==> src/rtl/mdu_pkg.sv <==
// Shared definitions for the multiply/divide unit: op codes, FSM states, latency.
package mdu_pkg;

    localparam int MDU_WIDTH   = 32;
    localparam int MDU_LATENCY = MDU_WIDTH + 2;

    typedef enum logic [2:0] {
        OP_MULT  = 3'd0,
        OP_MULTU = 3'd1,
        OP_DIV   = 3'd2,
        OP_DIVU  = 3'd3,
        OP_MTHI  = 3'd4,
        OP_MTLO  = 3'd5
    } op_t;

    typedef enum logic [1:0] {
        IDLE = 2'd0,
        PREP = 2'd1,
        RUN  = 2'd2,
        FIX  = 2'd3
    } state_t;

endpackage

==> src/rtl/mdu_addsub.sv <==
// N-bit add/subtract built from per-bit generate/propagate/sum cells.
module mdu_addsub #(
    parameter int N = 33
) (
    input  logic [N-1:0] x,
    input  logic [N-1:0] y,
    input  logic         sub,
    output logic [N-1:0] s,
    output logic         cout
);

    logic [N-1:0] y_s;
    logic [N-1:0] g_s;
    logic [N-1:0] p_s;
    logic [N:0]   c_s;

    // Per-bit g/p cells and carry chain; subtraction is x + ~y + 1
    always_comb begin
        y_s    = y ^ {N{sub}};
        g_s    = x & y_s;
        p_s    = x ^ y_s;
        c_s    = '0;
        c_s[0] = sub;
        for (int i = 0; i < N; i++) begin
            c_s[i+1] = g_s[i] | (p_s[i] & c_s[i]);
        end
        s    = p_s ^ c_s[N-1:0];
        cout = c_s[N];
    end

endmodule

==> src/rtl/mult_div_unit.sv <==
// Multi-cycle MIPS multiply/divide unit owning HI/LO: shift-add multiply,
// restoring divide, sign handled by magnitude conversion before and after.
module mult_div_unit
    import mdu_pkg::*;
#(
    parameter int WIDTH = MDU_WIDTH
) (
    input  logic             clk,
    input  logic             rst_n,
    input  logic             start,
    input  logic [2:0]       op,
    input  logic [WIDTH-1:0] a,
    input  logic [WIDTH-1:0] b,
    output logic             busy,
    output logic             done,
    output logic             div_by_zero,
    output logic [WIDTH-1:0] hi,
    output logic [WIDTH-1:0] lo
);

    localparam int CW = $clog2(WIDTH);

    state_t           state_r, state_nxt_s;
    logic [WIDTH-1:0] a_r, b_r, acc_r, wlo_r, opnd_r, hi_r, lo_r;
    logic [CW-1:0]    cnt_r;
    logic             is_div_r, is_signed_r, neg_q_r, neg_r_r, dz_r;
    logic             busy_r, done_r, dbz_r;

    logic             idle_free_s, accept_s, mt_s;
    logic             a_neg_s, b_neg_s;
    logic [WIDTH-1:0] a_mag_s, b_mag_s;
    logic [WIDTH:0]   add_x_s, add_y_s, add_sum_s;
    logic             add_sub_s, add_cout_s;
    logic [2*WIDTH-1:0] prod_s;
    logic [WIDTH-1:0] fix_hi_s, fix_lo_s;

    // Request decode: only an idle, non-busy unit takes a new op
    always_comb begin
        idle_free_s = start && !busy_r && (state_r == IDLE);
        accept_s    = idle_free_s && ((op == OP_MULT) || (op == OP_MULTU) ||
                                      (op == OP_DIV)  || (op == OP_DIVU));
        mt_s        = idle_free_s && ((op == OP_MTHI) || (op == OP_MTLO));
    end

    // Operand magnitudes for signed ops
    always_comb begin
        a_neg_s = is_signed_r & a_r[WIDTH-1];
        b_neg_s = is_signed_r & b_r[WIDTH-1];
        if (a_neg_s) begin
            a_mag_s = ~a_r + WIDTH'(1);
        end else begin
            a_mag_s = a_r;
        end
        if (b_neg_s) begin
            b_mag_s = ~b_r + WIDTH'(1);
        end else begin
            b_mag_s = b_r;
        end
    end

    // Shared adder: conditional add for multiply, trial subtract for divide
    always_comb begin
        if (is_div_r) begin
            add_x_s   = {acc_r, wlo_r[WIDTH-1]};
            add_y_s   = {1'b0, opnd_r};
            add_sub_s = 1'b1;
        end else begin
            add_x_s   = {1'b0, acc_r};
            add_sub_s = 1'b0;
            if (wlo_r[0]) begin
                add_y_s = {1'b0, opnd_r};
            end else begin
                add_y_s = '0;
            end
        end
    end

    mdu_addsub #(.N(WIDTH + 1)) u_addsub (
        .x    (add_x_s),
        .y    (add_y_s),
        .sub  (add_sub_s),
        .s    (add_sum_s),
        .cout (add_cout_s)
    );

    // Final sign correction and divide-by-zero result
    always_comb begin
        prod_s = {acc_r, wlo_r};
        if (neg_q_r) begin
            prod_s = ~prod_s + (2*WIDTH)'(1);
        end else begin
            prod_s = {acc_r, wlo_r};
        end
        if (dz_r) begin
            fix_hi_s = a_r;
            fix_lo_s = '1;
        end else if (is_div_r) begin
            fix_hi_s = neg_r_r ? (~acc_r + WIDTH'(1)) : acc_r;
            fix_lo_s = neg_q_r ? (~wlo_r + WIDTH'(1)) : wlo_r;
        end else begin
            fix_hi_s = prod_s[2*WIDTH-1:WIDTH];
            fix_lo_s = prod_s[WIDTH-1:0];
        end
    end

    // FSM next state
    always_comb begin
        state_nxt_s = state_r;
        case (state_r)
            IDLE: begin
                if (accept_s) begin
                    state_nxt_s = PREP;
                end else begin
                    state_nxt_s = IDLE;
                end
            end
            PREP: begin
                if (is_div_r && (b_r == '0)) begin
                    state_nxt_s = FIX;
                end else begin
                    state_nxt_s = RUN;
                end
            end
            RUN: begin
                if (cnt_r == '0) begin
                    state_nxt_s = FIX;
                end else begin
                    state_nxt_s = RUN;
                end
            end
            FIX:     state_nxt_s = IDLE;
            default: state_nxt_s = IDLE;
        endcase
    end

    // FSM state register
    always_ff @(posedge clk or negedge rst_n) begin
        if (!rst_n) begin
            state_r <= IDLE;
        end else begin
            state_r <= state_nxt_s;
        end
    end

    // Datapath, HI/LO and status registers
    always_ff @(posedge clk or negedge rst_n) begin
        if (!rst_n) begin
            a_r         <= '0;
            b_r         <= '0;
            acc_r       <= '0;
            wlo_r       <= '0;
            opnd_r      <= '0;
            hi_r        <= '0;
            lo_r        <= '0;
            cnt_r       <= '0;
            is_div_r    <= 1'b0;
            is_signed_r <= 1'b0;
            neg_q_r     <= 1'b0;
            neg_r_r     <= 1'b0;
            dz_r        <= 1'b0;
            busy_r      <= 1'b0;
            done_r      <= 1'b0;
            dbz_r       <= 1'b0;
        end else begin
            done_r <= (state_r == FIX);
            if (accept_s) begin
                busy_r <= 1'b1;
            end else if (done_r) begin
                busy_r <= 1'b0;
            end
            case (state_r)
                IDLE: begin
                    if (accept_s) begin
                        a_r         <= a;
                        b_r         <= b;
                        is_div_r    <= (op == OP_DIV) || (op == OP_DIVU);
                        is_signed_r <= (op == OP_MULT) || (op == OP_DIV);
                        dz_r        <= 1'b0;
                        dbz_r       <= 1'b0;
                    end else if (mt_s) begin
                        if (op == OP_MTHI) begin
                            hi_r <= a;
                        end else begin
                            lo_r <= a;
                        end
                    end
                end
                PREP: begin
                    acc_r   <= '0;
                    cnt_r   <= CW'(WIDTH - 1);
                    neg_q_r <= a_neg_s ^ b_neg_s;
                    neg_r_r <= a_neg_s;
                    dz_r    <= is_div_r && (b_r == '0);
                    // Divide iterates the dividend out of wlo; multiply shifts the multiplier
                    if (is_div_r) begin
                        wlo_r  <= a_mag_s;
                        opnd_r <= b_mag_s;
                    end else begin
                        wlo_r  <= b_mag_s;
                        opnd_r <= a_mag_s;
                    end
                end
                RUN: begin
                    cnt_r <= cnt_r - CW'(1);
                    if (is_div_r) begin
                        acc_r <= add_cout_s ? add_sum_s[WIDTH-1:0] : add_x_s[WIDTH-1:0];
                        wlo_r <= {wlo_r[WIDTH-2:0], add_cout_s};
                    end else begin
                        acc_r <= add_sum_s[WIDTH:1];
                        wlo_r <= {add_sum_s[0], wlo_r[WIDTH-1:1]};
                    end
                end
                FIX: begin
                    hi_r  <= fix_hi_s;
                    lo_r  <= fix_lo_s;
                    dbz_r <= dz_r;
                end
                default: begin
                    cnt_r <= '0;
                end
            endcase
        end
    end

    assign busy        = busy_r;
    assign done        = done_r;
    assign div_by_zero = dbz_r;
    assign hi          = hi_r;
    assign lo          = lo_r;

endmodule

==> config.mk <==
export PLATFORM = sky130hd
export DESIGN_NAME = mult_div_unit
export DESIGN_NICKNAME = d
export VERILOG_FILES = /design/src/rtl/mdu_pkg.sv /design/src/rtl/mdu_addsub.sv /design/src/rtl/mult_div_unit.sv
export SDC_FILE = /design/constraint.sdc
export NUM_CORES = 1
export LEC_CHECK = 0
export ABC_AREA = 1
export CORE_UTILIZATION = 65
export CTS_CLUSTER_SIZE = 14
export DETAILED_ROUTE_END_ITERATION = 6
export PLACE_DENSITY = 0.88
export SLEW_MARGIN = 5
export SYNTH_ARGS = -nofsm -noshare
export SYNTH_HDL_FRONTEND = slang
export SYNTH_SLANG_ARGS = --single-unit
==> constraint.sdc <==
create_clock -name clk -period 26 [get_ports clk]
set_clock_uncertainty 0.2 [all_clocks]
set_input_delay 3.9 -clock clk [delete_from_list [all_inputs] [get_ports clk]]
set_output_delay 3.9 -clock clk [all_outputs]
set_load 0.02 [all_outputs]
[Word level (Yosys, flattened, before mapping)]
Index checks and enable logic that the tools add are counted.
Operators by class
  add/sub/neg operators: 6
  equality and inequality tests: 13
  multiplexer cells: 38
  bitwise gates (word level): 78
  reductions and logical operators: 25
Operators with widths (count)
  $mux W32: 21
  $pmux W32 S2: 4
  $add A32 B1 Y32 const B: 4
  $not A32 Y32: 4
  $xor A33 B33 Y33: 2
  $add A64 B1 Y64 const B: 1
  $mux W64: 1
  $not A64 Y64: 1
  $and A1 B1 Y1: 35
  $and A33 B33 Y33: 1
  $mux W33: 1
  $or A1 B1 Y1: 33
  $xor A32 B33 Y33: 1
  $logic_not A32 Y1: 1
  $pmux W5 S2: 1
  $ne A2 B2 Y1 const B: 4
  $pmux W2 S4: 1
  $reduce_and A4 Y1: 2
  $reduce_bool A2 Y1: 4
  $mux W1: 7
  $eq A3 B2 Y1 const B: 2
  $eq A3 B3 Y1 const B: 2
  $logic_or A1 B1 Y1: 6
  $reduce_and A2 Y1: 3
  other kinds (12): 18
Storage, ports and cells
  register bits: 239
  bits of input ports: 70
  output and inout port bits: 67
  word-level logic and storage cells: 177

[Logic depth before layout (Yosys ltp)]
Gate-level depths: netlist (run 1).
  depth in word-level cells: 73
  gate-level depth with buffers: 45
  mapped depth without buffers: 44

[Hierarchy]
Synthesis (run 1) repeated with hierarchy kept, for this count alone.
Unflattened totals
  cells, all modules: 2791
  area, all modules: 18171.2 um^2
Modules (own cells, without submodules)
  mult_div_unit: instances 1, cells each 2553, area an instance 16648.5 um^2, sequential area each 5980.7 um^2
  mdu_addsub: instances 1, cells each 238, area an instance 1522.7 um^2, sequential area each 0.0 um^2

[Least setup slack after synthesis (run 1)]
OpenSTA, ideal clock, no wires.
  kind: register to register
  start point: register is_div_r
  end point: register acc_r[2]
  library setup time: 0.133 ns
  data arrival time: 13.705 ns
  data required time: 25.667 ns
  slack: 11.962 ns
  cell stages (with the launch flop): 46
  buffers on the path: 4
  period minus slack after synthesis: 14.038 ns
  cell sequence: dfrtp_1 buf_2 buf_2 clkbuf_1 nand2_1 o21ai_0 inv_1 fa_1 fa_1 fa_1 fa_1 fa_1 fa_1 fa_1 fa_1 fa_1 fa_1 fa_1 [... 10 more ...] fa_1 fa_1 fa_1 fa_1 fa_1 fa_1 fa_1 fa_1 fa_1 fa_1 inv_1 ha_1 a21oi_1 inv_1 buf_2 nor2_1 o21ai_0 o21ai_0
Between the ends
  cells in the longest elaborated chain, start to end: 72
  elaborated cells between the ends (all ways): 76
  classes of those cells: mux: 6; bitwise: 70
Ends and longest elaborated chain
  start: declaration: line mult_div_unit.sv:26  | logic is_div_r, is_signed_r, neg_q_r, neg_r_r, dz_r;
  start signal: assignment: line mult_div_unit.sv:176  | is_div_r <= (op == OP_DIV) || (op == OP_DIVU);
  $mux W32 or $mux W1 (tied branches): line mult_div_unit.sv:63  | if (is_div_r) begin
  $xor A32 B33 Y33: line mdu_addsub.sv:19  | y_s = y ^ {N{sub}};
  $xor A33 B33 Y33: line mdu_addsub.sv:21  | p_s = x ^ y_s;
  $and A1 B1 Y1: line mdu_addsub.sv:25  | c_s[i+1] = g_s[i] | (p_s[i] & c_s[i]);
  $or A1 B1 Y1: line mdu_addsub.sv:25
  $and A1 B1 Y1: line mdu_addsub.sv:25
  $or A1 B1 Y1: line mdu_addsub.sv:25
  $and A1 B1 Y1: line mdu_addsub.sv:25
  [... 56 more ...]
  $or A1 B1 Y1: line mdu_addsub.sv:25
  $and A1 B1 Y1: line mdu_addsub.sv:25
  $or A1 B1 Y1: line mdu_addsub.sv:25
  $and A1 B1 Y1: line mdu_addsub.sv:25
  $or A1 B1 Y1: line mdu_addsub.sv:25
  $mux W32: line mult_div_unit.sv:206  | acc_r <= add_cout_s ? add_sum_s[WIDTH-1:0] : add_x_s[WIDTH-1:0];
  $mux W32 *: line mult_div_unit.sv:205  | if (is_div_r) begin
  $pmux W32 S2 *: line mult_div_unit.sv:171  | case (state_r)
  end signal: assignment: line mult_div_unit.sv:206
  end signal: assignment: line mult_div_unit.sv:209  | acc_r <= add_sum_s[WIDTH:1];
  end: declaration: line mult_div_unit.sv:24  | logic [WIDTH-1:0] a_r, b_r, acc_r, wlo_r, opnd_r, hi_r, lo_r;
Mark *: on every way between the ends. The rest lies on a longest branch, timed or not.
A chain may end at the register's enable or synchronous reset.

[Final worst setup path (run 1)]
  start point: register is_div_r
  end point: register acc_r[0]
The elaborated chain is that of the path after synthesis.

==> results of run 1 <==
==> critical path, delay by kind of cell, from the launching register on <==
family | cells | cell delay [ns]
compound gates | 4 | 0.66
flops | 1 | 0.86
fa+ha+maj | 32 | 12.46
buf+inv | 3 | 1.46
simple gates | 2 | 0.39
==> placed cells by master (no fill, tap or decap), drive strengths merged, types with 2 or more instances in the layout <==
master,n
bufinv,3
fa,31
o221ai,8
o22ai,2
nand3,196
o21ai,360
xor2,61
and3,2
o211ai,26
clkdlybuf4s50,135
nor3,42
nor2,386
a211oi,2
clkinv,8
inv,249
o31ai,3
a31oi,8
clkbuf,39
a22oi,13
nand3b,2
a21oi,199
buf,22
or2,5
nand4,19
dfrtp,239
ha,11
nand2,662
==> flip-flops by register name (all words and copies together), names as in the netlist, 2 cells and up <==
register and count:
lo 32, a_r 32, cnt_r 5, wlo_r 32, acc_r 32, state_r 2
b_r 32, opnd_r 32, hi 32
==> metal layers <==
layer / GRT usage (%) / share of wire (%) / vias to the layer above
li1: - / - / 8797
met1: 62.03 / 35 / 9106
met2: 72.10 / 41 / 1668
met3: 20.08 / 15 / 374
met4: 36.51 / 9.0 / 2
met5: 0 / 0.017 / -
==> synthesized netlist by cell type, types with 2 or more instances <==
cell type	count	share of area [%]
nand2_1	654	14
nor2_1	365	7.8
o21ai_0	342	9.7
inv_1	243	5.2
dfrtp_1	239	34
nand3_1	196	5.6
a21oi_1	189	5.4
clkbuf_1	89	1.9
xor2_1	61	3.0
buf_2	42	1.2
nor3_1	42	1.2
fa_1	31	3.5
o211ai_1	26	1.1
nand4_1	19	0.68
nor2_2	17	0.60
a22oi_1	12	0.51
ha_1	11	0.78
a21oi_2	10	0.50
o21ai_1	10	0.28
a31oi_1	8	0.28
buf_1	8	0.17
nand2_2	8	0.28
o221ai_1	8	0.40
inv_2	6	0.13
o21ai_2	6	0.30
nor2_4	4	0.26
or2_2	4	0.14
clkinv_1	3	0.064
o31ai_1	3	0.13
a211oi_1	2	0.085
and3_1	2	0.071
buf_4	2	0.085
nand3b_1	2	0.085
o21ai_4	2	0.19
o22ai_1	2	0.071
==> final cells by class <==
| type | count | area [µm²] | share of cell area (%) |
|---|---|---|---|
| Clock buffer | 39 | 749.5 | 3.779 |
| Tap cell | 335 | 419.2 | 2.114 |
| Sequential cell | 239 | 5984 | 30.18 |
| Timing Repair Buffer | 157 | 1524 | 7.685 |
| Inverter | 252 | 945.9 | 4.770 |
| Clock inverter | 9 | 133.9 | 0.6751 |
| Multi-Input combinational cell | 2042 | 10070 | 50.80 |
==> power by group through the flow <==
| stage | Clock [µW] | Sequential [µW] | Combinational [µW] |
|---|---|---|---|
| floorplan | 0 | 721 | 1020 |
| global placement | 0 | 726 | 1540 |
| detailed placement | 0 | 732 | 1580 |
| CTS | 388 | 728 | 1600 |
| global route | 402 | 756 | 1820 |
| finish | 392 | 741 | 1680 |
==> through the flow <==
step	hold WS, ns	worst slack (ns)
floorplan	0.2530	11.96
global placement	0.2446	10.44
detailed placement	0.2506	10.18
CTS	0.2651	10.04
global route	0.2737	9.279
finish	0.2685	9.784
==> cell families after synthesis <==
kind of cell	after synthesis
XOR/XNOR	62
adder cells (fa/ha/maj)	42
buffers and inverters	393
AO/OA/AOI/OAI	622
flip-flops	239
AND/OR/NAND/NOR	1316
==> worst max-delay path by stage <==
stage | to | from | cells past startpoint
final | acc_r[0] | is_div_r | 41
after global routing | acc_r[0] | is_div_r | 41
after CTS | acc_r[0] | is_div_r | 41
after detailed placement | acc_r[0] | is_div_r | 41
after global placement | acc_r[0] | is_div_r | 41
after floorplan | acc_r[2] | is_div_r | 45
==> results.yml, run 1 <==
outcome:
  status: "finished, violations left"
  violations: "DRC"
timing:
  rsz0062_at_grt: "no"
  hold_viol: 0
  tightestPinTransition_ns: 1.297
  fin_crit_sh_pct: 62.37
  finalSetupTns_ns: 0
  setup_viol: 0
  final_max_slew_viol_count: 0
  slew-limit-headroom_pct: 13.43
  post-route-min-period_ns: 16.22
  clock.fmax_ghz: 0.06167
worst_hold_path:
  hold_path_depth: 1
  hp-class: "flip-flop to flip-flop"
  min_to: "busy"
  hp-start: "done"
worst_setup_path:
  r2r_setup_slack_ns: 9.78
  r2r-start: "is_div_r"
  cp_common_cell: "fa_1"
  r2r-end: "acc_r[0]"
  arrival_ns: 16.44
  worstPathRequired_ns: 26.22
  critPathMaxStageDelay_ns: 0.89
  start_kind: "flip-flop"
  ff2ff_path_depth: 41
  critPathKind: "flip-flop to flip-flop"
  end_kind: "flip-flop"
  crit_fanout: 73
  critical-path-slowest-cell: "inv_1"
synth:
  syn_inst: 2674
  synth_xor_xnor_area_share_pct: 3.089
  ys_async_sr_fraction_pct: 100.0
  synth_simple_gate_area_share_pct: 30.76
  synth_compound_area_share_pct: 19.09
  yosysWarnings: 0
  syn_area_mm2: 0.01758
  synth_mux_area_share_pct: 0
  yosys_most_used_dff: "dfrtp_1"
  synth_top_family_by_area: "simple AND/OR/NAND/NOR gates"
  ys_ff_latch: 239
  avgSynthCellArea_um2: 6.575
  synth_nets: 2786
  synth-edff-count: 0
  ys_types: 41
  yosys.area_share.adder_pct: 4.313
  seq_area_frac_synth_pct: 34.02
die:
  fp.dieW_um: 166.5
  ios: 137
  rows: 59
  dieArea_mm2: 0.02771
  die_h_um: 166.5
  initial_core_util_pct: 66.90
  placeableCoreArea_mm2: 0.02628
place:
  gp_congestion: 1.110
  place_inst: 3025
  place_hpwl_mm: 51.67
  placed_area_mm2: 0.01895
  port_buffers: 136
power_and_ir_drop:
  power.total_uw: 2817
  seq_power_share_pct: 26.3
  clkPwrFrac_pct: 13.9
  p_switching_uw: 1525
  p_comb_share_pct: 59.8
  irDropWorstVdd_mv: 0.1110
  p_sw_share_pct: 54.12
  powerDensity_mw_per_mm2: 142.1
  internal_power_uw: 1293
  p_leak_uw: 0.008889
clock_tree:
  clk_pin_slew_worst_paths_ns: 0.07
  postCtsHoldBufs: 0
  cts_buffer_depth: 3
  cts_resized: 0
  cts_sinks: 239
  clock_latency_ns: 0.56
  root_buffer: "clkbuf_16"
  cts_setup_buffers: 0
  cts_buffers: 26
  h-tree-depth: 1
  cts_tree: "done"
route:
  finalWirelength_mm: 69.47
  avgViaCountPerCell: 6.491
  vias: 19947
  wl_per_cell_um: 22.61
  drtPass1Iterations: 7
  drc: 34
  dr.first_iter.drc_count: 3477
  antenna_left: 0
job:
  drv_cap: 0
final_layout:
  nets: 2830
  area_delta_synth_final_pct: 12.79
  fin_area_mm2: 0.01983
  antenna_cells: 0
  fill_cells: 2070
  drive_gt1_share_pct: 4.529
  post-route-util_pct: 75.46
  layoutNonFillerInstCount: 3073
grt:
  track_usage_pct: 50.49
  grt_first_pass_wirelength_mm: 106.5
  grt_pass1_vias: 18439
  grt_start_max_net_pins: 135
  antenna_found_initial: 3
  grt-ovfl-total: 0
No activity file was read; power rests on OpenSTA's default activity.
==> run 2, diff against run 1 <==
- CORE_UTILIZATION: 65 -> 54
- PLACE_DENSITY: 0.88 -> 0.78
- clock period: 26 -> 14.2 ns (I/O delays scaled with it)
==> run 2 against run 1 <==
  * The run now ends clean
  * Core utilization is 12 points lower
  * Die area is 20% higher
  * Power is 90% higher
  * Critical path type unchanged
  * Largest power group unchanged
  * Count of clock-buffer cells in the layout stayed put
  * Highest routed layer is now met4
  * Final cell count is 3.9% higher
  * Via count is 0.78% lower
  * Critical endpoint is now acc_r[21]
  * Routed wire length is 6.7% higher
  * Flip-flop and latch count stayed put
  * Clock power is 100% higher
  * Critical path depth is 2 higher
  * Combinational power is 91% higher
==> results.yml, run 2 (synthesized netlist as in run 1, its figures left out) <==
worst_setup_path:
  cp_num_buf_inv: 5
  arrival_ns: 14.13
  critical-path-slowest-cell: "dfrtp_4"
  end_kind: "flip-flop"
  start_kind: "flip-flop"
  crit_fanout: 10
  worstPathRequired_ns: 14.42
  cp_common_cell: "fa_2"
  path_delay_family: "adder cells"
  critPathMaxStageDelay_ns: 0.47
  critPathKind: "flip-flop to flip-flop"
final_layout:
  drive_gt1_share_pct: 6.019
  fin_area_mm2: 0.02030
  fill_cells: 2887
  final_common_cell: "nand2_1"
  mostFrequentLayoutCells: "654 x nand2_1, 365 x nor2_1, 338 x o21ai_0, 241 x inv_1, 238 x dfrtp_1"
  antenna_cells: 0
  nets: 2849
  area_delta_synth_final_pct: 15.46
  layoutNonFillerInstCount: 3193
grt:
  grt_start_max_net_pins: 97
  track_usage_pct: 44.64
  grt_pass1_vias: 18155
  grt-ovfl-total: 0
  antenna_found_initial: 0
  grt_first_pass_wirelength_mm: 111.0
outcome:
  status: "completed"
route:
  drc: 0
  wl_per_cell_um: 23.21
  antenna_left: 0
  avgViaCountPerCell: 6.198
  dr.first_iter.drc_count: 2986
  finalWirelength_mm: 74.12
  vias: 19791
  drtPass1Iterations: 6
timing:
  tightestPinTransition_ns: 1.269
  final.setup.worst_slack_ns: 0.2880
  finalSetupTns_ns: 0
  post-route-min-period_ns: 13.91
  slew-limit-headroom_pct: 15.16
  final_max_slew_viol_count: 0
  hold_viol: 0
  rsz0062_at_grt: "no"
  clock.fmax_ghz: 0.07188
  fin_crit_sh_pct: 97.97
  setup_viol: 0
place:
  port_buffers: 136
  gp_congestion: 1.056
  pre_cts_slack_ns: -0.3300
  place_hpwl_mm: 56.54
  placed_area_mm2: 0.01917
  place_inst: 3138
clock_tree:
  h-tree-depth: 1
  cts_buffer_depth: 3
  cts_tree: "done"
  clk_pin_slew_worst_paths_ns: 0.06
  root_buffer: "clkbuf_16"
  clock_latency_ns: 0.57
  cts_buffers: 28
  cts_sinks: 239
die:
  ios: 137
  rows: 65
  die_h_um: 182.4
  initial_core_util_pct: 55.29
  placeableCoreArea_mm2: 0.03180
  dieArea_mm2: 0.03328
  fp.dieW_um: 182.4
power_and_ir_drop:
  p_leak_uw: 0.009052
  irDropWorstVdd_mv: 0.1474
  power.total_uw: 5354
  powerDensity_mw_per_mm2: 263.7
job:
  drv_cap: 0
worst_hold_path:
  hp-class: "flip-flop to flip-flop"
run 2: stage by stage:
| step | util, % | hold slack, ns |
|---|---|---|
| 2_1_floorplan | - | 0.2530 |
| 3_3_place_gp | 60.28 | 0.2687 |
| 3_5_place_dp | 60.28 | 0.2802 |
| 4_1_cts | 63.75 | 0.3006 |
| 5_1_grt | 63.84 | 0.3219 |
| 6_report | 63.84 | 0.2995 |
run 2: worst paths after layout:
path	from	endpoint	slack [ns]	cells past startpoint
hold reg to reg	lo[2]	lo[2]	0.30	2
min in group asynchronous	rst_n	acc_r[20]	1.35	1
hold / removal	lo[2]	lo[2]	0.30	2
setup reg to reg	is_div_r	acc_r[21]	0.29	43
max in group asynchronous	rst_n	a_r[29]	9.96	3
setup / recovery	is_div_r	acc_r[21]	0.29	43
run 2: worst reg2reg max path, delay by kind of cell (launching register included):
kind            cells  cell delay [ns]
fa+ha+maj          32            11.82
flops               1             0.47
simple gates        2             0.10
compound gates      4             0.43
buf+inv             5             0.75
run 2: layout make-up:
type | count | area, µm² | area share [%]
multi-input combinational | 2042 | 10120 | 49.83
sequential | 239 | 5984 | 29.48
timing repair buffer | 174 | 1709 | 8.419
inverter | 252 | 945.9 | 4.659
clock buffer | 39 | 823.3 | 4.055
tap | 435 | 544.3 | 2.681
clock inverter | 12 | 177.7 | 0.8752
run 2: metal layers:
metal | routed length [µm] | part of all wire, % | up-vias | global-route usage, %
li1 | - | - | 8836 | -
met1 | 28580 | 39 | 9298 | 60.19
met2 | 31490 | 42 | 1405 | 65.10
met3 | 9112 | 12 | 252 | 11.24
met4 | 4940 | 6.7 | 0 | 25.78
met5 | 0 | 0 | - | 0
run 2: what timing repair did:
item	4_1_cts	5_1_grt
hold buffers	0	0
setup buffers	2	0
cloned	2	0
resized for setup	15	14
setup endpoints to repair	33	33
run 2: report_power, final:
group	internal [µW]	switching, µW
logic	1010	2200
registers	994	352
clock network	477	325
total	2480	2870
